`src/rtl/sync_fifo_ctrl.sv`:
```
// sync_fifo_ctrl: single-clock FIFO controller with an embedded simple dual-port
// RAM (synchronous write, registered 1-cycle read) and a 2-entry prefetch buffer
// providing first-word-fall-through output at full throughput.
// Ports:
//   clk, rst_n          clock (rising edge), synchronous active-low reset
//   din, in_valid       push data / request; in_ready accepts the push
//   dout, out_valid     head-of-FIFO word and its valid flag
//   out_ready           pop request, honoured while out_valid is high
//   count               words held in RAM + in-flight read + prefetch buffer
module sync_fifo_ctrl #(
    parameter int unsigned addr_width = 6,
    parameter int unsigned data_width = 6
) (
    input  logic                  clk,
    input  logic                  rst_n,
    input  logic [data_width-1:0] din,
    input  logic                  in_valid,
    output logic                  in_ready,
    output logic [data_width-1:0] dout,
    output logic                  out_valid,
    input  logic                  out_ready,
    output logic [addr_width:0]   count
);

    localparam int unsigned depth = 1 << addr_width;
    localparam int unsigned cnt_w = addr_width + 1;

    logic [data_width-1:0] r_mem [depth];

    logic [addr_width-1:0] r_wptr;
    logic [addr_width-1:0] r_rptr;
    logic [cnt_w-1:0]      r_ram_cnt;   // words written but not yet fetched
    logic [cnt_w-1:0]      r_count;
    logic                  r_inflight;  // r_rdata holds a word fetched at the last edge
    logic [data_width-1:0] r_rdata;     // RAM read-port register
    logic [data_width-1:0] r_pf [2];
    logic [1:0]            r_pf_cnt;

    logic                  w_push;
    logic                  w_pop;
    logic                  w_fetch;
    logic [1:0]            w_head;
    logic [data_width-1:0] w_pf_nxt [2];
    logic [1:0]            w_pf_cnt_nxt;

    // in_ready held low during reset; otherwise not full
    assign in_ready  = rst_n && (r_count < cnt_w'(depth));
    // The head is the oldest prefetch entry, or the freshly read word when the buffer is empty
    assign out_valid = (r_pf_cnt != 2'd0) || r_inflight;
    assign dout      = ((r_pf_cnt == 2'd0) && r_inflight) ? r_rdata : r_pf[0];
    assign count     = r_count;

    assign w_push  = in_valid && in_ready;
    assign w_pop   = out_valid && out_ready;
    assign w_head  = r_pf_cnt + {1'b0, r_inflight};
    // Fetch only words written at earlier edges, and only if the buffer will have room
    assign w_fetch = (r_ram_cnt != '0) && ((w_head - {1'b0, w_pop}) < 2'd2);

    // Prefetch buffer update: remove popped head, then append the arriving read word
    always_comb begin
        w_pf_nxt     = r_pf;
        w_pf_cnt_nxt = r_pf_cnt;
        if (w_pop && (r_pf_cnt != 2'd0)) begin
            w_pf_nxt[0]  = r_pf[1];
            w_pf_cnt_nxt = r_pf_cnt - 2'd1;
        end
        // A read word popped directly from r_rdata never enters the buffer
        if (r_inflight && !(w_pop && (r_pf_cnt == 2'd0))) begin
            if (w_pf_cnt_nxt == 2'd0) begin
                w_pf_nxt[0] = r_rdata;
            end else begin
                w_pf_nxt[1] = r_rdata;
            end
            w_pf_cnt_nxt = w_pf_cnt_nxt + 2'd1;
        end
    end

    // RAM write port; contents are not reset
    always_ff @(posedge clk) begin
        if (w_push) begin
            r_mem[r_wptr] <= din;
        end
    end

    // Pointers, occupancy, read register and prefetch state
    always_ff @(posedge clk) begin
        if (!rst_n) begin
            r_wptr     <= '0;
            r_rptr     <= '0;
            r_ram_cnt  <= '0;
            r_count    <= '0;
            r_inflight <= 1'b0;
            r_rdata    <= '0;
            r_pf[0]    <= '0;
            r_pf[1]    <= '0;
            r_pf_cnt   <= 2'd0;
        end else begin
            if (w_push) begin
                r_wptr <= r_wptr + addr_width'(1);
            end
            if (w_fetch) begin
                r_rptr  <= r_rptr + addr_width'(1);
                r_rdata <= r_mem[r_rptr];
            end
            r_inflight <= w_fetch;
            r_ram_cnt  <= r_ram_cnt + cnt_w'(w_push) - cnt_w'(w_fetch);
            r_count    <= r_count + cnt_w'(w_push) - cnt_w'(w_pop);
            r_pf       <= w_pf_nxt;
            r_pf_cnt   <= w_pf_cnt_nxt;
        end
    end

endmodule

```
`config.mk`:
```
export PLATFORM = sky130hd
export DESIGN_NAME = sync_fifo_ctrl
export DESIGN_NICKNAME = d
export VERILOG_FILES = /design/src/rtl/sync_fifo_ctrl.sv
export SDC_FILE = /design/constraint.sdc
export NUM_CORES = 1
export LEC_CHECK = 0
export ABC_CLOCK_PERIOD_IN_PS = 10500
export BUFFER_PORTS_ARGS = -buffer_cell sky130_fd_sc_hd__buf_2
export CAP_MARGIN = 15
export CORE_MARGIN = 2
export CORE_UTILIZATION = 55
export DETAILED_ROUTE_END_ITERATION = 10
export PLACE_DENSITY = 0.71
export SYNTH_ARGS = -nofsm -noshare
export SYNTH_HDL_FRONTEND = slang
export SYNTH_SLANG_ARGS = --single-unit
```
`constraint.sdc`:
```
create_clock -name clk -period 10.5 [get_ports clk]
set_input_delay 1.575 -clock clk [delete_from_list [all_inputs] [get_ports clk]]
set_output_delay 1.575 -clock clk [all_outputs]
set_load 0.01 [all_outputs]
```
==> Yosys cells after proc, flatten, opt, wreduce, memory -nomap -nowiden <==
Memories as Yosys holds them, arrays and structs flattened. A register that Yosys moved wholly into a read port is not among the register bits.
Cells that the tools add are included.
{ "word_totals": {"ff_bits": 41, "mem_bits_rw": 384, "in_bits": 10, "out_inout_bits": 15, "elab_cells": 47, "mem_count": 1} }
{ "classes": {"addsub": 10, "magnitude_cmp": 2, "n_mux": 9, "bitwise": 1, "n_reduce_logical": 16} }
{ "memory_table": {"columns": ["memory", "depth", "word_bits", "rd", "rd_ports_with_merged_regs", "wr", "line_no", "rtl"], "rows": [
  ["r_mem", 64, 6, 1, 1, 1, "28", "logic [data_width-1:0] r_mem [depth];"]
]} }
{ "op_table": {"columns": ["operator", "n"], "rows": [
  ["$mux W6", 4],
  ["$add A7 B1 Y7", 2],
  ["$sub A7 B1 Y7", 2],
  ["$add A6 B1 Y6 const B", 2],
  ["$mux W12", 1],
  ["$logic_and A1 B1 Y1", 8],
  ["$lt A7 B7 Y1 const B", 1],
  ["$reduce_bool A7 Y1", 1],
  ["$logic_not A2 Y1", 2],
  ["$mux W2", 2],
  ["$add A2 B1 Y2", 1],
  ["$add A2 B1 Y2 const B", 1],
  ["$logic_not A1 Y1", 2],
  ["$lt A2 B2 Y1 const B", 1],
  ["$mux W1", 2],
  ["$reduce_and A2 Y1", 1],
  ["$reduce_bool A2 Y1", 1],
  ["$sub A2 B1 Y2", 1],
  ["$sub A2 B1 Y2 const B", 1],
  ["$logic_or A1 B1 Y1", 1],
  ["$not A1 Y1", 1]
]} }

==> Logic depth before layout (Yosys ltp) <==
Gate-level depths: netlist (run 1).
{ "depth": {"word_depth": 8, "ltp_mapped": 17, "ltp_nobuf": 16} }

==> Worst setup path after synthesis (run 1) <==
Ideal clock, no wire load.
{ "synth_path": {"kind": "input-to-reg", "from": "input out_ready", "to": "register r_ram_cnt[6]", "setup_ps": 132, "t_arrival_ps": 3997, "t_required_ps": 10368, "setup_slack_ps": 6371, "stages": 15, "n_path_buf": 1, "path_cell_list": "nor4b_1 nor3_1 and3b_1 clkbuf_1 ha_1 inv_1 ha_1 inv_1 fa_1 nand2b_1 a21oi_1 o21ai_0 a21oi_1 or3_1 a21oi_1"} }
{ "synth_between": {"elab_chain_len": 5} }
{ "synth_rtl": {"columns": ["element", "line_no", "rtl"], "rows": [
  ["start: declaration", "21", "input logic out_ready,"],
  ["$logic_and A1 B1 Y1", "54", "assign w_pop = out_valid && out_ready;"],
  ["$sub A2 B1 Y2", "57", "assign w_fetch = (r_ram_cnt != '0) && ((w_head - {1'b0, w_pop}) < 2'd2);"],
  ["$lt A2 B2 Y1", "57", null],
  ["$logic_and A1 B1 Y1", "57", null],
  ["named net w_fetch", "41", "logic w_fetch;"],
  ["$sub A7 B1 Y7", "106", "r_ram_cnt <= r_ram_cnt + cnt_w'(w_push) - cnt_w'(w_fetch);"],
  ["end signal: assignment", "106", null],
  ["end: declaration", "32", "logic [cnt_w-1:0] r_ram_cnt;"]
]} }
The timed path passes the listed nets, and every way through them passes these cells.
A chain may end at the register's enable or synchronous reset.

==> Final worst setup path (run 1) <==
{ "layout_path": {"from": "input out_ready", "to": "register r_ram_cnt[6]"} }
{ "layout_between": {"elab_chain_len": 5} }
{ "layout_rtl": {"columns": ["element", "line_no"], "rows": [
  ["$logic_and A1 B1 Y1", "54"],
  ["$sub A2 B1 Y2", "57"],
  ["$lt A2 B2 Y1", "57"],
  ["$logic_and A1 B1 Y1", "57"],
  ["$sub A7 B1 Y7", "106"]
]} }
No other way between the ends.

==> results_dict.tcl, run 1 <==
set metrics [dict create \
    outcome "complete, no violations" \
    setup_violations 0 \
    cp_num_buf_inv 3 \
    grt_pass1_vias 8850 \
    cts.path.max_buffers 3 \
    drive_gt1_share_pct 17.1 \
    synth_ff_type "edfxtp_1" \
    r2r_end "r_ram_cnt[6]" \
    fmax_mhz 236 \
    cellLeakagePower_nw 6.24 \
    io_pins 25 \
    wl_met2_mm 16.4 \
    drt-initial-drc-count 884 \
    synth-seq-area-share_pct 71.5 \
    ctsHoldBuffers 0 \
    period_share_pct 40.4 \
    final_util_pct 61.4 \
    crit_required_ps 10900 \
    worstPathArrival_ps 4640 \
    cts-root-buf "clkbuf_16" \
    drt-met1-wl_mm 15.5 \
    wl_per_cell_um 24.2 \
    synth_cell_types 49 \
    clk_latency_ps 540 \
    finalNonFillerCells 1450 \
    r2r_cells 16 \
    cpMostUsedCell "a21oi_1" \
    vias_per_cell 6.18 \
    grt_usage_pct 21.7 \
    synth_cells 988 \
    postSynthAreaPerCell_um2 17.6 \
    skew_ps 14.7 \
    multi_input_area_mm2 0.00452 \
    antennaDiodeCount 0 \
    regArea_mm2 0.0125 \
    ys_ff_latch 431 \
    path_clk_slew_ps 60 \
    crit_path_start_kind "input port" \
    htreeDepth 2 \
    crit_path_start "out_ready" \
    drc_errors 0 \
    highest_layer "met4" \
    worst_pin_slew_ps 1050 \
    path_class "in2reg" \
    grt_pass1_wl_mm 53.7 \
    finalHoldViolCount 0 \
    cts_tree "yes" \
    rr_startpoint "r_pf_cnt[0]" \
    wl_met3_mm 2.41 \
    synth_fp_nets 1019 \
    slowest_stage "and3b_1" \
    crit_fanout 20 \
    synth-edff-count 384 \
    path_depth 15 \
    r2r_setup_slack_ps 6650 \
    wl_mm 35.1 \
    async_flop_share_pct 0 \
    period_needed_ps 4240 \
    syn2layout_area_growth_pct 10.5 \
    power.density_mw_per_mm2 235 \
    maxSlewHeadroom_pct 28.2 \
    numCtsBuffers 44 \
    cts.sinks 431 \
    postRouteAntennaNets 0 \
    rsz0062_at_grt "no" \
    yosys_warnings 0 \
    placed_cells 1368 \
    die_width_um 182 \
    fin_ws_ps 6260 \
    drv_slew 0 \
    path_delay_family "simple AND/OR/NAND/NOR gates" \
    hpwl_mm 20.7 \
    ctsResizeCount 0 \
    synth_area_mm2 0.0174 \
    num_rows 65 \
    crit_end "r_ram_cnt[6]" \
    fin_tns_setup_ps 0 \
    antenna_found_initial 0 \
    gp_congestion 0.761 \
    die_height_um 182 \
    nFillCells 2214 \
    vdd_ir_drop_max_mv 0.111 \
    coreArea_mm2 0.0314 \
    dr.pass1.iters 5 \
    path_cells "buf_2 > nor4b_1 > nor3_1 > and3b_1 > ha_1 > inv_1 > ha_1 > inv_1 > fa_1 > nand2b_1 > a21oi_1 > o21ai_0 > a21oi_1 > or3_1 > a21oi_1" \
    cts_setup_buffers 0 \
    p_total_mw 4.53 \
    critPathMaxStageDelay_ps 680 \
    initial_core_util_pct 55.5 \
    pre_cts_slack_ps 5700 \
    layout.nets 1048 \
    fin_area_mm2 0.0193 \
    via_count 8965 \
    place_area_mm2 0.0178 \
    portBuffers 24 \
    whs_ps 497 \
    min_path_type "reg2reg" \
    critPathCaptureType "flop" \
    grt_max_degree 65 \
    die-area_mm2 0.0331 \
    maxCapViolCount 0 \
    overflow 0 \
]
[placed cells by master (no fill, tap or decap), types with 8 or more instances in the layout]
cell type	Yosys	layout
a2111oi_0	8	8
a211oi_1	20	20
a21oi_1	32	32
a22oi_1	12	12
buf_2	12	24
buf_4	5	8
clkbuf_16	0	45
dfxtp_1	47	44
edfxtp_1	384	384
ha_1	19	19
inv_1	26	26
mux2i_1	50	50
mux4_1	18	18
mux4_2	60	60
nand2_1	14	14
nand3_1	8	8
nor2_1	104	104
nor2b_1	13	13
o21ai_0	15	15
o221ai_1	8	8
o22ai_1	16	16
xnor2_1	8	8
xor2_1	9	9
[kinds of logic after synthesis]
logic type,count (synthesis),synth area share (%)
compound gates,129,5.10
xor+xnor,17,0.854
fa+ha+maj,21,1.59
buf+inv,80,2.53
flops,431,71.5
mux,134,13.7
simple gates,176,4.68
[cells in the mapped netlist, drive strengths merged (2+ instances only)]
master	instances	area (um2)
nand3	8	40.0
and3b	2	17.5
mux2	6	67.6
dfxtp	47	941
or3b	2	17.5
and2	3	18.8
nand3b	5	41.3
a22oi	12	90.1
clkbuf	20	75.1
xor2	9	78.8
o22ai	16	100
a211oi	26	225
nor3	5	25.0
nand2b	4	25.0
mux2i	50	500
edfxtp	384	11500
nor2b	13	81.3
fa	2	40.0
a21oi	32	160
xnor2	8	70.1
nand4	4	25.0
inv	26	97.6
a2111oi	8	70.1
nor3b	2	15.0
a22o	6	52.6
o221ai	8	70.1
or3	4	25.0
ha	19	238
buf	34	268
o21ai	15	75.1
mux4	78	1820
and3	3	18.8
nand2	14	52.6
nor2	104	390
a21o	3	22.5
[worst min-delay path: cells and delay by family (launching register included)]
kind,cells,cell delay (ps)
DFF,1,330
and+or+nand+nor,1,70
muxes,1,60
[registers in the layout (all words and copies together) (netlist names)]
name        cells
r_rptr          6
r_ram_cnt       7
r_pf_cnt        2
r_rdata         6
count           7
r_inflight      1
r_mem         384
r_wptr          6
r_pf           12
[worst min-delay path by stage]
stage | start | end | slack, ps | cells after the start
detailed placement | r_pf[3] | r_pf[3] | 480 | 2
global placement | r_pf[4] | r_pf[4] | 470 | 2
floorplan | r_pf[0] | r_pf[0] | 460 | 2
finish | r_pf[3] | r_pf[3] | 500 | 2
CTS | r_pf[3] | r_pf[3] | 500 | 2
global route | r_pf[5] | r_pf[5] | 510 | 2
[power by group]
group | switching, mW | internal (mW)
Clock | 0.622 | 0.882
Combinational | 0.531 | 0.477
Sequential | 0.0880 | 1.93
Total | 1.24 | 3.29
[metal layers]
metal  vias up  track usage [%]
met5         -                0
met4         0             6.45
met3        65             4.57
met2       327             33.5
met1      4593             31.8
li1       3980                -
[area by class of cell]
cell class                 count  share of cell area (%)
sequential                   431                    64.7
clock buffer                  52                    5.98
timing repair buffer          37                    1.45
tap                          402                    2.61
inverter                      26                   0.506
multi-input combinational    477                    23.5
clock inverter                25                    1.24
Power figures use the tool's default switching activity.
==> run 2: changes to the inputs <==
Settings changed: ABC_CLOCK_PERIOD_IN_PS 10500 to 3600, PLACE_DENSITY 0.71 to 0.74.
Clock period 10.5 ns to 3.6 ns, I/O delays scaled along.
==> run 2 against run 1 <==
Register-to-register slack worse by 6300 ps. Die area stayed put. Sequential share of layout area is 0.16 points lower. Routed wire length is 0.80% higher. Largest cell class unchanged.
==> results_dict.tcl, run 2 (synthesis results as in run 1) <==
set metrics [dict create \
    outcome "complete, no violations" \
    fmax_mhz 303 \
    io_pins 25 \
    syn2layout_area_growth_pct 10.8 \
    final_util_pct 61.6 \
    layout_commonest_cell "edfxtp_1" \
    worstPathArrival_ps 3700 \
    portBuffers 24 \
    grt_pass1_vias 8940 \
    use_met2_pct 34.7 \
    critPathCaptureType "flop" \
    worst_pin_slew_ps 1180 \
    p_sw_mw 3.70 \
    power_frac_comb_pct 22.7 \
    slowest_stage "fa_1" \
    nFillCells 2204 \
    maxSlewHeadroom_pct 21.2 \
    overflow 0 \
    largest_reg_flops 384 \
    initial_core_util_pct 55.5 \
    cts-root-buf "clkbuf_16" \
    critPathMaxStageDelay_ps 410 \
    gp_congestion 0.832 \
    p_sw_share_pct 27.9 \
    die_width_um 182 \
    via_count 9008 \
    antennaDiodeCount 0 \
    die-area_mm2 0.0331 \
    rsz0062_at_grt "no" \
    reg.largest.list "r_mem x384, r_pf x12" \
    clk_latency_ps 550 \
    skew_ps 22.7 \
    drc_errors 0 \
    path_cells "inv_1 > ha_1 > nor4b_2 > o21ai_0 > and3b_1 > ha_1 > inv_1 > ha_1 > inv_1 > fa_1 > nand2b_1 > a21oi_1 > o21ai_0 > a21oi_1 > or3_1 > a21oi_1" \
    hpwl_mm 21.8 \
    placed_cells 1382 \
    dr.pass1.iters 6 \
    layout.nets 1060 \
    met1_usage_pct 31.2 \
    p_seq_share_pct 44.8 \
    maxCapViolCount 0 \
    grt_usage_pct 21.9 \
    min_path_type "in2reg" \
    setup_violations 0 \
    drt-initial-drc-count 968 \
    fin_tns_setup_ps 0 \
    postRouteAntennaNets 0 \
    htreeDepth 2 \
    p_int_mw 9.53 \
    grt_pass1_wl_mm 54.1 \
    grt_max_degree 65 \
    busiest_layer "met2" \
    wl_mm 35.4 \
    ctsResizeCount 0 \
    path_class "reg2reg" \
    drv_slew 0 \
    vdd_ir_drop_max_mv 0.345 \
    numCtsBuffers 44 \
    crit_fanout 5 \
    power.density_mw_per_mm2 684 \
    antenna_found_initial 0 \
    period_share_pct 91.6 \
    cts.sinks 431 \
    path_clk_slew_ps 60 \
    cts_setup_buffers 0 \
    num_rows 65 \
    whs_ps 354 \
    final_cell_mix "384 x edfxtp_1, 104 x nor2_1, 60 x mux4_2" \
    coreArea_mm2 0.0314 \
    cts_tree "yes" \
    cts.path.max_buffers 3 \
    wl_per_cell_um 24.1 \
    ctsHoldBuffers 0 \
    crit_path_start_kind "flop" \
    die_height_um 182 \
    crit_required_ps 4010 \
    cellLeakagePower_nw 6.29 \
    finalHoldViolCount 0 \
    power_frac_clock_pct 32.5 \
    finalNonFillerCells 1467 \
    largest_register "r_mem" \
    drive_gt1_share_pct 17.8 \
    vias_per_cell 6.14 \
    period_needed_ps 3300 \
    fin_area_mm2 0.0193 \
    use_met3_pct 4.21 \
    place_area_mm2 0.0179 \
]
## run 2: cell types whose count changed in the layout (fill, tap and decap cells not counted), moves of 2 or more
cell,delta
buf_12,-2
buf_4,+14
bufinv_16,-2
clkbuf_1,+5
clkbuf_8,+2
clkinv_1,+2
clkinvlp_4,-2
## run 2: final timing paths
| kind | start | end | depth (start not counted) | slack, ps |
|---|---|---|---|---|
| worst max-delay path | r_pf_cnt[0] | r_ram_cnt[6] | 16 | 300 |
| worst min-delay path | rst_n | r_rdata[1] | 3 | 350 |
| worst max register to register | r_pf_cnt[0] | r_ram_cnt[6] | 16 | 300 |
| worst min register to register | r_pf[1] | r_pf[1] | 2 | 500 |
## run 2: area by class of cell
type / instances / area (um2) / share of cell area (%)
sequential: 431 / 12500 / 64.6
inverter: 26 / 97.6 / 0.505
tap: 402 / 503 / 2.60
clock buffer: 58 / 1170 / 6.07
timing repair buffer: 49 / 345 / 1.79
multi-input combinational: 477 / 4530 / 23.4
clock inverter: 24 / 195 / 1.01
## run 2: metal layers
metal,share of wire (%),vias up
li1,-,4006
met1,43,4626
met2,48,308
met3,6.3,68
met4,2.8,0
met5,0,-
## run 2: power by group through the flow
stage,logic [mW],registers [mW],clock network [mW]
final,3.00,5.92,4.30
after floorplan,2.49,5.84,0
after global placement,2.94,6.02,0
after global routing,3.29,5.96,4.58
after CTS,3.01,5.93,4.37
after detailed placement,2.98,6.03,0
## run 2: stage by stage
step | setup WS, ps | power, mW
6_report | 304 | 13.2
5_1_grt | 0.193 | 13.8
4_1_cts | 260 | 13.3
3_5_place_dp | 277 | 9.02
3_3_place_gp | 410 | 8.96
2_1_floorplan | 309 | 8.33
## run 2: critical path: cells and delay by family, from the launching register on
family	cells	cell delay (ps)
adders and majority gates	4	1090
and+or+nand+nor	4	800
AOI/OAI and AO/OA	5	660
buffers and inverters	3	220
DFF	1	400
